**src/rtl/conv_pkg.sv**
```systemverilog
// rtl/conv_pkg.sv - shared state encoding and datapath-control bit map for the convolution sequencer
package conv_pkg;

    typedef enum logic [2:0] {
        S_IDLE,
        S_LOAD,
        S_MULT,
        S_ADD,
        S_STORE,
        S_FINISH
    } state_t;

    localparam int CTL_RAM_EN   = 0;
    localparam int CTL_ROM_EN   = 1;
    localparam int CTL_MULT_EN  = 2;
    localparam int CTL_ADD_EN   = 3;
    localparam int CTL_STORE_EN = 4;
    localparam int CTL_DONE     = 5;
    localparam int CTL_W        = 6;

    typedef logic [CTL_W-1:0] ctl_t;

    // Which control strobes each phase owns; everything else stays low.
    function automatic ctl_t phase_ctl(input state_t s);
        ctl_t c;
        c = '0;
        case (s)
            S_LOAD: begin
                c[CTL_RAM_EN] = 1'b1;
                c[CTL_ROM_EN] = 1'b1;
            end
            S_MULT:   c[CTL_MULT_EN]  = 1'b1;
            S_ADD:    c[CTL_ADD_EN]   = 1'b1;
            S_STORE:  c[CTL_STORE_EN] = 1'b1;
            S_FINISH: c[CTL_DONE]     = 1'b1;
            default:  c = '0;
        endcase
        return c;
    endfunction

endpackage

```
**src/rtl/conv_sequencer_if.sv**
```systemverilog
// rtl/conv_sequencer_if.sv - control, RAM/ROM and datapath strobes of the convolution sequencer
interface conv_sequencer_if #(
    parameter int ADDR_W     = 10,
    parameter int ROM_W      = 4,
    parameter int ADD_LEVELS = 4
) ();
    logic                  start;
    logic                  abort;
    logic                  busy;
    logic                  done;
    logic                  ram_en;
    logic [ADDR_W-1:0]     ram_addr;
    logic                  rom_en;
    logic [ROM_W-1:0]      rom_addr;
    logic                  dp_mult_en;
    logic [ADD_LEVELS-1:0] dp_add_lvl;
    logic                  dp_store_en;
    logic [ADDR_W-1:0]     out_addr;

    modport master (
        input  start, abort,
        output busy, done, ram_en, ram_addr, rom_en, rom_addr,
               dp_mult_en, dp_add_lvl, dp_store_en, out_addr
    );

    modport slave (
        output start, abort,
        input  busy, done, ram_en, ram_addr, rom_en, rom_addr,
               dp_mult_en, dp_add_lvl, dp_store_en, out_addr
    );
endinterface

```
**src/rtl/conv_addr_gen.sv**
```systemverilog
// rtl/conv_addr_gen.sv - window row/col and kernel tap counters with RAM and result address generation
module conv_addr_gen #(
    parameter int IMG_W  = 16,
    parameter int IMG_H  = 16,
    parameter int K      = 3,
    parameter int ADDR_W = 10,
    parameter int TAP_W  = 4
) (
    input  logic              clk,
    input  logic              reset,
    input  logic              clear,
    input  logic              tap_step,
    input  logic              win_step,
    output logic [TAP_W-1:0]  tap,
    output logic              last_tap,
    output logic              last_win,
    output logic [ADDR_W-1:0] ram_addr,
    output logic [ADDR_W-1:0] out_addr
);
    localparam int OUT_W = IMG_W - K + 1;
    localparam int OUT_H = IMG_H - K + 1;

    logic [ADDR_W-1:0] row;
    logic [ADDR_W-1:0] col;
    logic [ADDR_W-1:0] tap_row;
    logic [ADDR_W-1:0] tap_col;

    // Tap row/col are tracked directly so no divider is needed for t/K and t%K.
    always_ff @(posedge clk or negedge reset) begin
        if (!reset) begin
            tap     <= '0;
            tap_row <= '0;
            tap_col <= '0;
            row     <= '0;
            col     <= '0;
        end else if (clear) begin
            tap     <= '0;
            tap_row <= '0;
            tap_col <= '0;
            row     <= '0;
            col     <= '0;
        end else begin
            if (tap_step) begin
                if (last_tap) begin
                    tap     <= '0;
                    tap_row <= '0;
                    tap_col <= '0;
                end else begin
                    tap <= tap + 1'b1;
                    if (tap_col == ADDR_W'(K - 1)) begin
                        tap_col <= '0;
                        tap_row <= tap_row + 1'b1;
                    end else begin
                        tap_col <= tap_col + 1'b1;
                    end
                end
            end
            if (win_step) begin
                if (col == ADDR_W'(OUT_W - 1)) begin
                    col <= '0;
                    row <= last_win ? '0 : row + 1'b1;
                end else begin
                    col <= col + 1'b1;
                end
            end
        end
    end

    assign last_tap = (tap == TAP_W'(K * K - 1));
    assign last_win = (row == ADDR_W'(OUT_H - 1)) && (col == ADDR_W'(OUT_W - 1));
    assign ram_addr = (row + tap_row) * ADDR_W'(IMG_W) + col + tap_col;
    assign out_addr = row * ADDR_W'(OUT_W) + col;

endmodule

```
**src/rtl/conv_sequencer.sv**
```systemverilog
// rtl/conv_sequencer.sv - phase FSM sequencing load, multiply, adder tree and store for each output window
module conv_sequencer
    import conv_pkg::*;
#(
    parameter int IMG_W       = 16,
    parameter int IMG_H       = 16,
    parameter int K           = 3,
    parameter int ADDR_W      = 10,
    parameter int MULT_CYCLES = 16,
    parameter int ADD_LEVELS  = 4,
    parameter int ADD_CYCLES  = 8
) (
    input  logic            clk,
    input  logic            reset,
    conv_sequencer_if.master bus
);
    localparam int ROM_W   = $clog2(K * K);
    localparam int CNT_MAX = (MULT_CYCLES > ADD_CYCLES) ? MULT_CYCLES : ADD_CYCLES;
    localparam int CNT_W   = $clog2(CNT_MAX) + 1;
    localparam int LVL_W   = (ADD_LEVELS > 1) ? $clog2(ADD_LEVELS) : 1;

    state_t            state;
    state_t            state_next;
    logic [CNT_W-1:0]  cnt;
    logic [CNT_W-1:0]  cnt_next;
    logic [LVL_W-1:0]  lvl;
    logic [LVL_W-1:0]  lvl_next;
    logic              tap_step;
    logic              win_step;
    logic              ag_clear;
    logic [ROM_W-1:0]  tap;
    logic              last_tap;
    logic              last_win;
    logic [ADDR_W-1:0] ag_ram_addr;
    logic [ADDR_W-1:0] ag_out_addr;
    ctl_t              ctl;

    conv_addr_gen #(
        .IMG_W  (IMG_W),
        .IMG_H  (IMG_H),
        .K      (K),
        .ADDR_W (ADDR_W),
        .TAP_W  (ROM_W)
    ) u_addr_gen (
        .clk      (clk),
        .reset    (reset),
        .clear    (ag_clear),
        .tap_step (tap_step),
        .win_step (win_step),
        .tap      (tap),
        .last_tap (last_tap),
        .last_win (last_win),
        .ram_addr (ag_ram_addr),
        .out_addr (ag_out_addr)
    );

    always_ff @(posedge clk or negedge reset) begin
        if (!reset) begin
            state <= S_IDLE;
            cnt   <= '0;
            lvl   <= '0;
        end else begin
            state <= state_next;
            cnt   <= cnt_next;
            lvl   <= lvl_next;
        end
    end

    always_comb begin
        state_next = state;
        cnt_next   = cnt;
        lvl_next   = lvl;
        tap_step   = 1'b0;
        win_step   = 1'b0;
        case (state)
            S_IDLE: begin
                cnt_next = '0;
                lvl_next = '0;
                if (bus.start && !bus.abort) state_next = S_LOAD;
            end
            S_LOAD: begin
                tap_step = 1'b1;
                if (last_tap) state_next = S_MULT;
            end
            S_MULT: begin
                if (cnt == CNT_W'(MULT_CYCLES - 1)) begin
                    cnt_next   = '0;
                    state_next = S_ADD;
                end else begin
                    cnt_next = cnt + 1'b1;
                end
            end
            S_ADD: begin
                if (cnt == CNT_W'(ADD_CYCLES - 1)) begin
                    cnt_next = '0;
                    if (lvl == LVL_W'(ADD_LEVELS - 1)) begin
                        lvl_next   = '0;
                        state_next = S_STORE;
                    end else begin
                        lvl_next = lvl + 1'b1;
                    end
                end else begin
                    cnt_next = cnt + 1'b1;
                end
            end
            S_STORE: begin
                win_step   = 1'b1;
                state_next = last_win ? S_FINISH : S_LOAD;
            end
            S_FINISH: state_next = S_IDLE;
            default:  state_next = S_IDLE;
        endcase
        // Abort outranks every other transition and freezes the address counters.
        if (bus.abort && state != S_IDLE) begin
            state_next = S_IDLE;
            cnt_next   = '0;
            lvl_next   = '0;
            tap_step   = 1'b0;
            win_step   = 1'b0;
        end
    end

    assign ag_clear = (state == S_IDLE) || bus.abort;
    assign ctl      = phase_ctl(state);

    always_comb begin
        bus.busy        = (state != S_IDLE);
        bus.done        = ctl[CTL_DONE] && !bus.abort;
        bus.ram_en      = ctl[CTL_RAM_EN];
        bus.ram_addr    = ctl[CTL_RAM_EN] ? ag_ram_addr : '0;
        bus.rom_en      = ctl[CTL_ROM_EN];
        bus.rom_addr    = ctl[CTL_ROM_EN] ? tap : '0;
        bus.dp_mult_en  = ctl[CTL_MULT_EN];
        bus.dp_add_lvl  = ctl[CTL_ADD_EN] ? (ADD_LEVELS'(1) << lvl) : '0;
        bus.dp_store_en = ctl[CTL_STORE_EN] && !bus.abort;
        bus.out_addr    = ctl[CTL_STORE_EN] ? ag_out_addr : '0;
    end

endmodule

```
**src/flat_wrapper.sv**
```systemverilog
// flat-port wrapper written by rule: the top's interface ports become plain ports
module conv_sequencer_flat import conv_pkg::*;
#(
    parameter int IMG_W       = 16,
    parameter int IMG_H       = 16,
    parameter int K           = 3,
    parameter int ADDR_W      = 10,
    parameter int MULT_CYCLES = 16,
    parameter int ADD_LEVELS  = 4,
    parameter int ADD_CYCLES  = 8
)
  (clk, reset, bus_start, bus_abort, bus_busy, bus_done, bus_ram_en, bus_ram_addr, bus_rom_en, bus_rom_addr, bus_dp_mult_en, bus_dp_add_lvl, bus_dp_store_en, bus_out_addr);
  conv_sequencer_if #(.ADDR_W(ADDR_W), .ROM_W(4), .ADD_LEVELS(ADD_LEVELS)) bus_i ();
  input  logic clk;
  input  logic reset;
  input wire logic [$bits(bus_i.start)-1:0] bus_start;
  input wire logic [$bits(bus_i.abort)-1:0] bus_abort;
  output wire logic [$bits(bus_i.busy)-1:0] bus_busy;
  output wire logic [$bits(bus_i.done)-1:0] bus_done;
  output wire logic [$bits(bus_i.ram_en)-1:0] bus_ram_en;
  output wire logic [$bits(bus_i.ram_addr)-1:0] bus_ram_addr;
  output wire logic [$bits(bus_i.rom_en)-1:0] bus_rom_en;
  output wire logic [$bits(bus_i.rom_addr)-1:0] bus_rom_addr;
  output wire logic [$bits(bus_i.dp_mult_en)-1:0] bus_dp_mult_en;
  output wire logic [$bits(bus_i.dp_add_lvl)-1:0] bus_dp_add_lvl;
  output wire logic [$bits(bus_i.dp_store_en)-1:0] bus_dp_store_en;
  output wire logic [$bits(bus_i.out_addr)-1:0] bus_out_addr;
  assign bus_i.start = bus_start;
  assign bus_i.abort = bus_abort;
  assign bus_busy = bus_i.busy;
  assign bus_done = bus_i.done;
  assign bus_ram_en = bus_i.ram_en;
  assign bus_ram_addr = bus_i.ram_addr;
  assign bus_rom_en = bus_i.rom_en;
  assign bus_rom_addr = bus_i.rom_addr;
  assign bus_dp_mult_en = bus_i.dp_mult_en;
  assign bus_dp_add_lvl = bus_i.dp_add_lvl;
  assign bus_dp_store_en = bus_i.dp_store_en;
  assign bus_out_addr = bus_i.out_addr;
  conv_sequencer #(.IMG_W(IMG_W), .IMG_H(IMG_H), .K(K), .ADDR_W(ADDR_W), .MULT_CYCLES(MULT_CYCLES), .ADD_LEVELS(ADD_LEVELS), .ADD_CYCLES(ADD_CYCLES)) u_core (.clk(clk), .reset(reset), .bus(bus_i));
endmodule
```
**config.mk**
```make
export PLATFORM = sky130hd
export DESIGN_NAME = conv_sequencer_flat
export DESIGN_NICKNAME = d
export VERILOG_FILES = /design/src/rtl/conv_pkg.sv /design/src/rtl/conv_sequencer_if.sv /design/src/rtl/conv_addr_gen.sv /design/src/rtl/conv_sequencer.sv /design/src/flat_wrapper.sv
export SDC_FILE = /design/constraint.sdc
export NUM_CORES = 1
export LEC_CHECK = 0
export CORE_MARGIN = 2
export CORE_UTILIZATION = 54
export DETAILED_ROUTE_END_ITERATION = 8
export PLACE_DENSITY = 0.84
export SYNTH_ARGS = -nofsm -noshare
export SYNTH_HDL_FRONTEND = slang
export SYNTH_SLANG_ARGS = --single-unit
```
**constraint.sdc**
```tcl
create_clock -name clk -period 3.3 [get_ports clk]
set_input_delay 0.33 -clock clk [delete_from_list [all_inputs] [get_ports clk]]
set_output_delay 0.33 -clock clk [all_outputs]
set_load 0.02 [all_outputs]
```
==> metrics <==
Skew-Pair Late Insertion Delay=0.31 ns; root buf cell=clkbuf_8; DPL Wire Length=8188 um; Tmin final=3.855 ns; synth top area cells=dfrtp_1 (28%), ha_1 (15%), fa_1 (6.7%), xnor2_1 (5.7%), nor2_1 (5.1%); setup TNS=-2.482 ns; drt pass-1 iters=5; port bufs=37; 1st-iter DRT viols=284; Stages on worst setup path=14; synth unique cells=58; final WL=11980 um; Synth Instances=519; core area=8134 um2; crit start category=flop; CTS buffer count=5; Final Hold Viols=0; die height=95.10 um; Synth area leader=dfrtp_1; total gr overflow=0; CTS tree=done; Yosys reg bits=50; hold buffer count at cts=0; # diodes=0; Worst Path Max Fanout=3; Post-synth EDFFs=0; Area growth syn-to-layout=30.26%; first-pass GRT wire length=19100 um; Final Max Slew Viols=0; Boundary Pins=38; leakage power=2.676 nW; CP max stage cell=fa_1; Worst Path Buf+Inv=2; Vias=4128; Die Area=9044 um2; Setup Skew=0.01086 ns; H-tree Lvls=2; CTS Sinks=50; top_reg_cell synth=dfrtp_1; crit path cell chain=fa_1 > ha_1 > a21o_1 > a21oi_2 > o21bai_1 > a21oi_1 > xnor2_1 > ha_2 > or3_1 > o22a_1 > buf_4 > nor2_1 > mux2_4 > buf_6; yosys warns=0; share of the synthesized area in the top cell type=0.2792; Critical Path AT=3.52 ns; failing checks=negative setup slack; fillers=524; CP top delay family=adder cells; Async S/R FF share, synth=1.000; wire per inst=16.75 um; relative slew slack=0.3832; Fmax achieved=0.2594 GHz; Die W=95.10 um; DRC Markers=0; average size of a mapped cell=8.635 um2; largest net degree at the start of global routing=40; Routed Antenna Nets=0; Worst R2R Path Depth=9; max_cap viols=0; PD cells=361.8 nW/um2; Final WS setup=-0.5549 ns; fraction of layout cells with a size suffix above 1=0.2393; detailed-route vias per instance=5.773; Syn Nets=593; register area share after synthesis=0.2792; Final GP Congestion=0.8738; status=finished with violations; Bufs on Longest Clock Path=2; Slew @ Worst Pin=0.9252 ns; RSZ-0062 raised after global routing=yes; site row count=33; Crit Path Class=flop to output pin; CP Data Required Time=2.97 ns; final setup vio count=9; Slowest Stage Delay on Critical Path=0.53 ns; initial antenna violation count=0; worst min path class=input port to asynchronous set/reset pin; Total Routing Usage GR=0.2710; final net count=683; Initial Util=0.5510; final core occ=0.7177; fin crit share=1.168; Post-Syn Area=4482 um2; peak supply drop=0.3876 mV; vias in the first global route=4060; clk slew on worst S/H paths=0.10 ns; Worst Setup End Kind=output pin
[power by group]
part	total [mW]	switching [mW]	internal, mW	leakage, nW
combinational	0.919	0.587	0.331	1.94
sequential	0.745	0.0838	0.661	0.686
clock	0.449	0.222	0.227	0.0514
[layer usage]
layer / up-vias / global-route usage / part of all wire
met3: 29 / 0.03715 / 0.048
met4: 0 / 0.1087 / 0.028
met5: - / 0 / 0
met1: 2012 / 0.3225 / 0.40
li1: 1939 / - / -
met2: 148 / 0.4906 / 0.52
[path summary, 6_finish.rpt]
check	startpoint	to	slack [ns]
max reg2reg	u_core.u_addr_gen.col[1]	u_core.u_addr_gen.row[5]	0.55
min in group clk	u_core.cnt[0]	u_core.cnt[0]	0.54
min reg2reg	u_core.cnt[0]	u_core.cnt[0]	0.54
max in group asynchronous	reset	u_core.u_addr_gen.tap_row[0]	2.44
max	u_core.u_addr_gen.row[3]	bus_out_addr[9]	-0.55
min	reset	u_core.u_addr_gen.tap[3]	0.15
[flip-flops by register name, indices dropped and copies added (netlist names)]
register and cells:
u_core.u_addr_gen.tap_row 6, u_core.u_addr_gen.tap_col 10, u_core.cnt 5, u_core.lvl 2
u_core.u_addr_gen.row 10, u_core.state 3, u_core.u_addr_gen.tap 4, u_core.u_addr_gen.col 10
[stage by stage]
stage               setup slack, ns  total power [mW]  std cells  hold WS, ns  area, um2
floorplan                 -0.001108             1.325        519      0.03441       4499
global placement            -0.4955             1.568        700       0.4862       5296
detailed placement          -0.6294             1.602        700       0.5118       5296
CTS                         -0.5146             2.071        714       0.1686       5649
global route                -0.6495             2.239        715       0.2075       5838
finish                      -0.5549             2.112        715       0.1469       5838
[final cells by class]
type	instances	area, um2	area share
Multi-Input combinational cell	406	3328	0.5701
Sequential cell	50	1256	0.2152
Timing Repair Buffer	93	809.5	0.1387
Inverter	53	202.7	0.03472
Tap cell	105	131.4	0.02250
Clock buffer	6	72.57	0.01243
Clock inverter	2	37.54	0.006429
[synth_stat cells, drive strengths merged, types with 7 or more instances]
library cell and instances:
dfrtp 50, buf 9, xnor2 29, xor2 17, nor3 15, a21o 7
ha 55, nor2 64, fa 15, inv 52, nand2 35, nand4 9
nand3 13, nor2b 10, o21ai 31, and3 14, a21oi 28, nand2b 8
[cells in the final DEF (no fill, tap or decap), types with 9 or more instances in the layout]
master / instances
inv_1: 44
ha_1: 42
ha_4: 11
a21oi_1: 15
clkdlybuf4s50_1: 23
nand4_1: 9
nor2b_1: 9
buf_6: 14
xor2_1: 17
and3_1: 13
dfrtp_1: 46
nor3_1: 13
a21oi_2: 11
nor2_1: 55
xnor2_1: 24
o21ai_0: 23
fa_1: 13
buf_4: 52
nand2_1: 35
nand3_1: 13
[timing repair]
action	4_1_cts	5_1_grt
pin swaps	34	23
buffers inserted	8	3
setup endpoints to repair	12	12
gates resized for setup	106	39
[cells by family after synthesis]
kind of cell | count (synthesis) | synth area share
flip-flops | 50 | 0.2792
adder cells (fa/ha/maj) | 71 | 0.2228
AO/OA/AOI/OAI | 92 | 0.1251
multiplexers | 3 | 0.006979
AND/OR/NAND/NOR | 194 | 0.2164
buffers and inverters | 63 | 0.05974
XOR/XNOR | 46 | 0.08989
No activity file was read; power rests on OpenSTA's default activity.
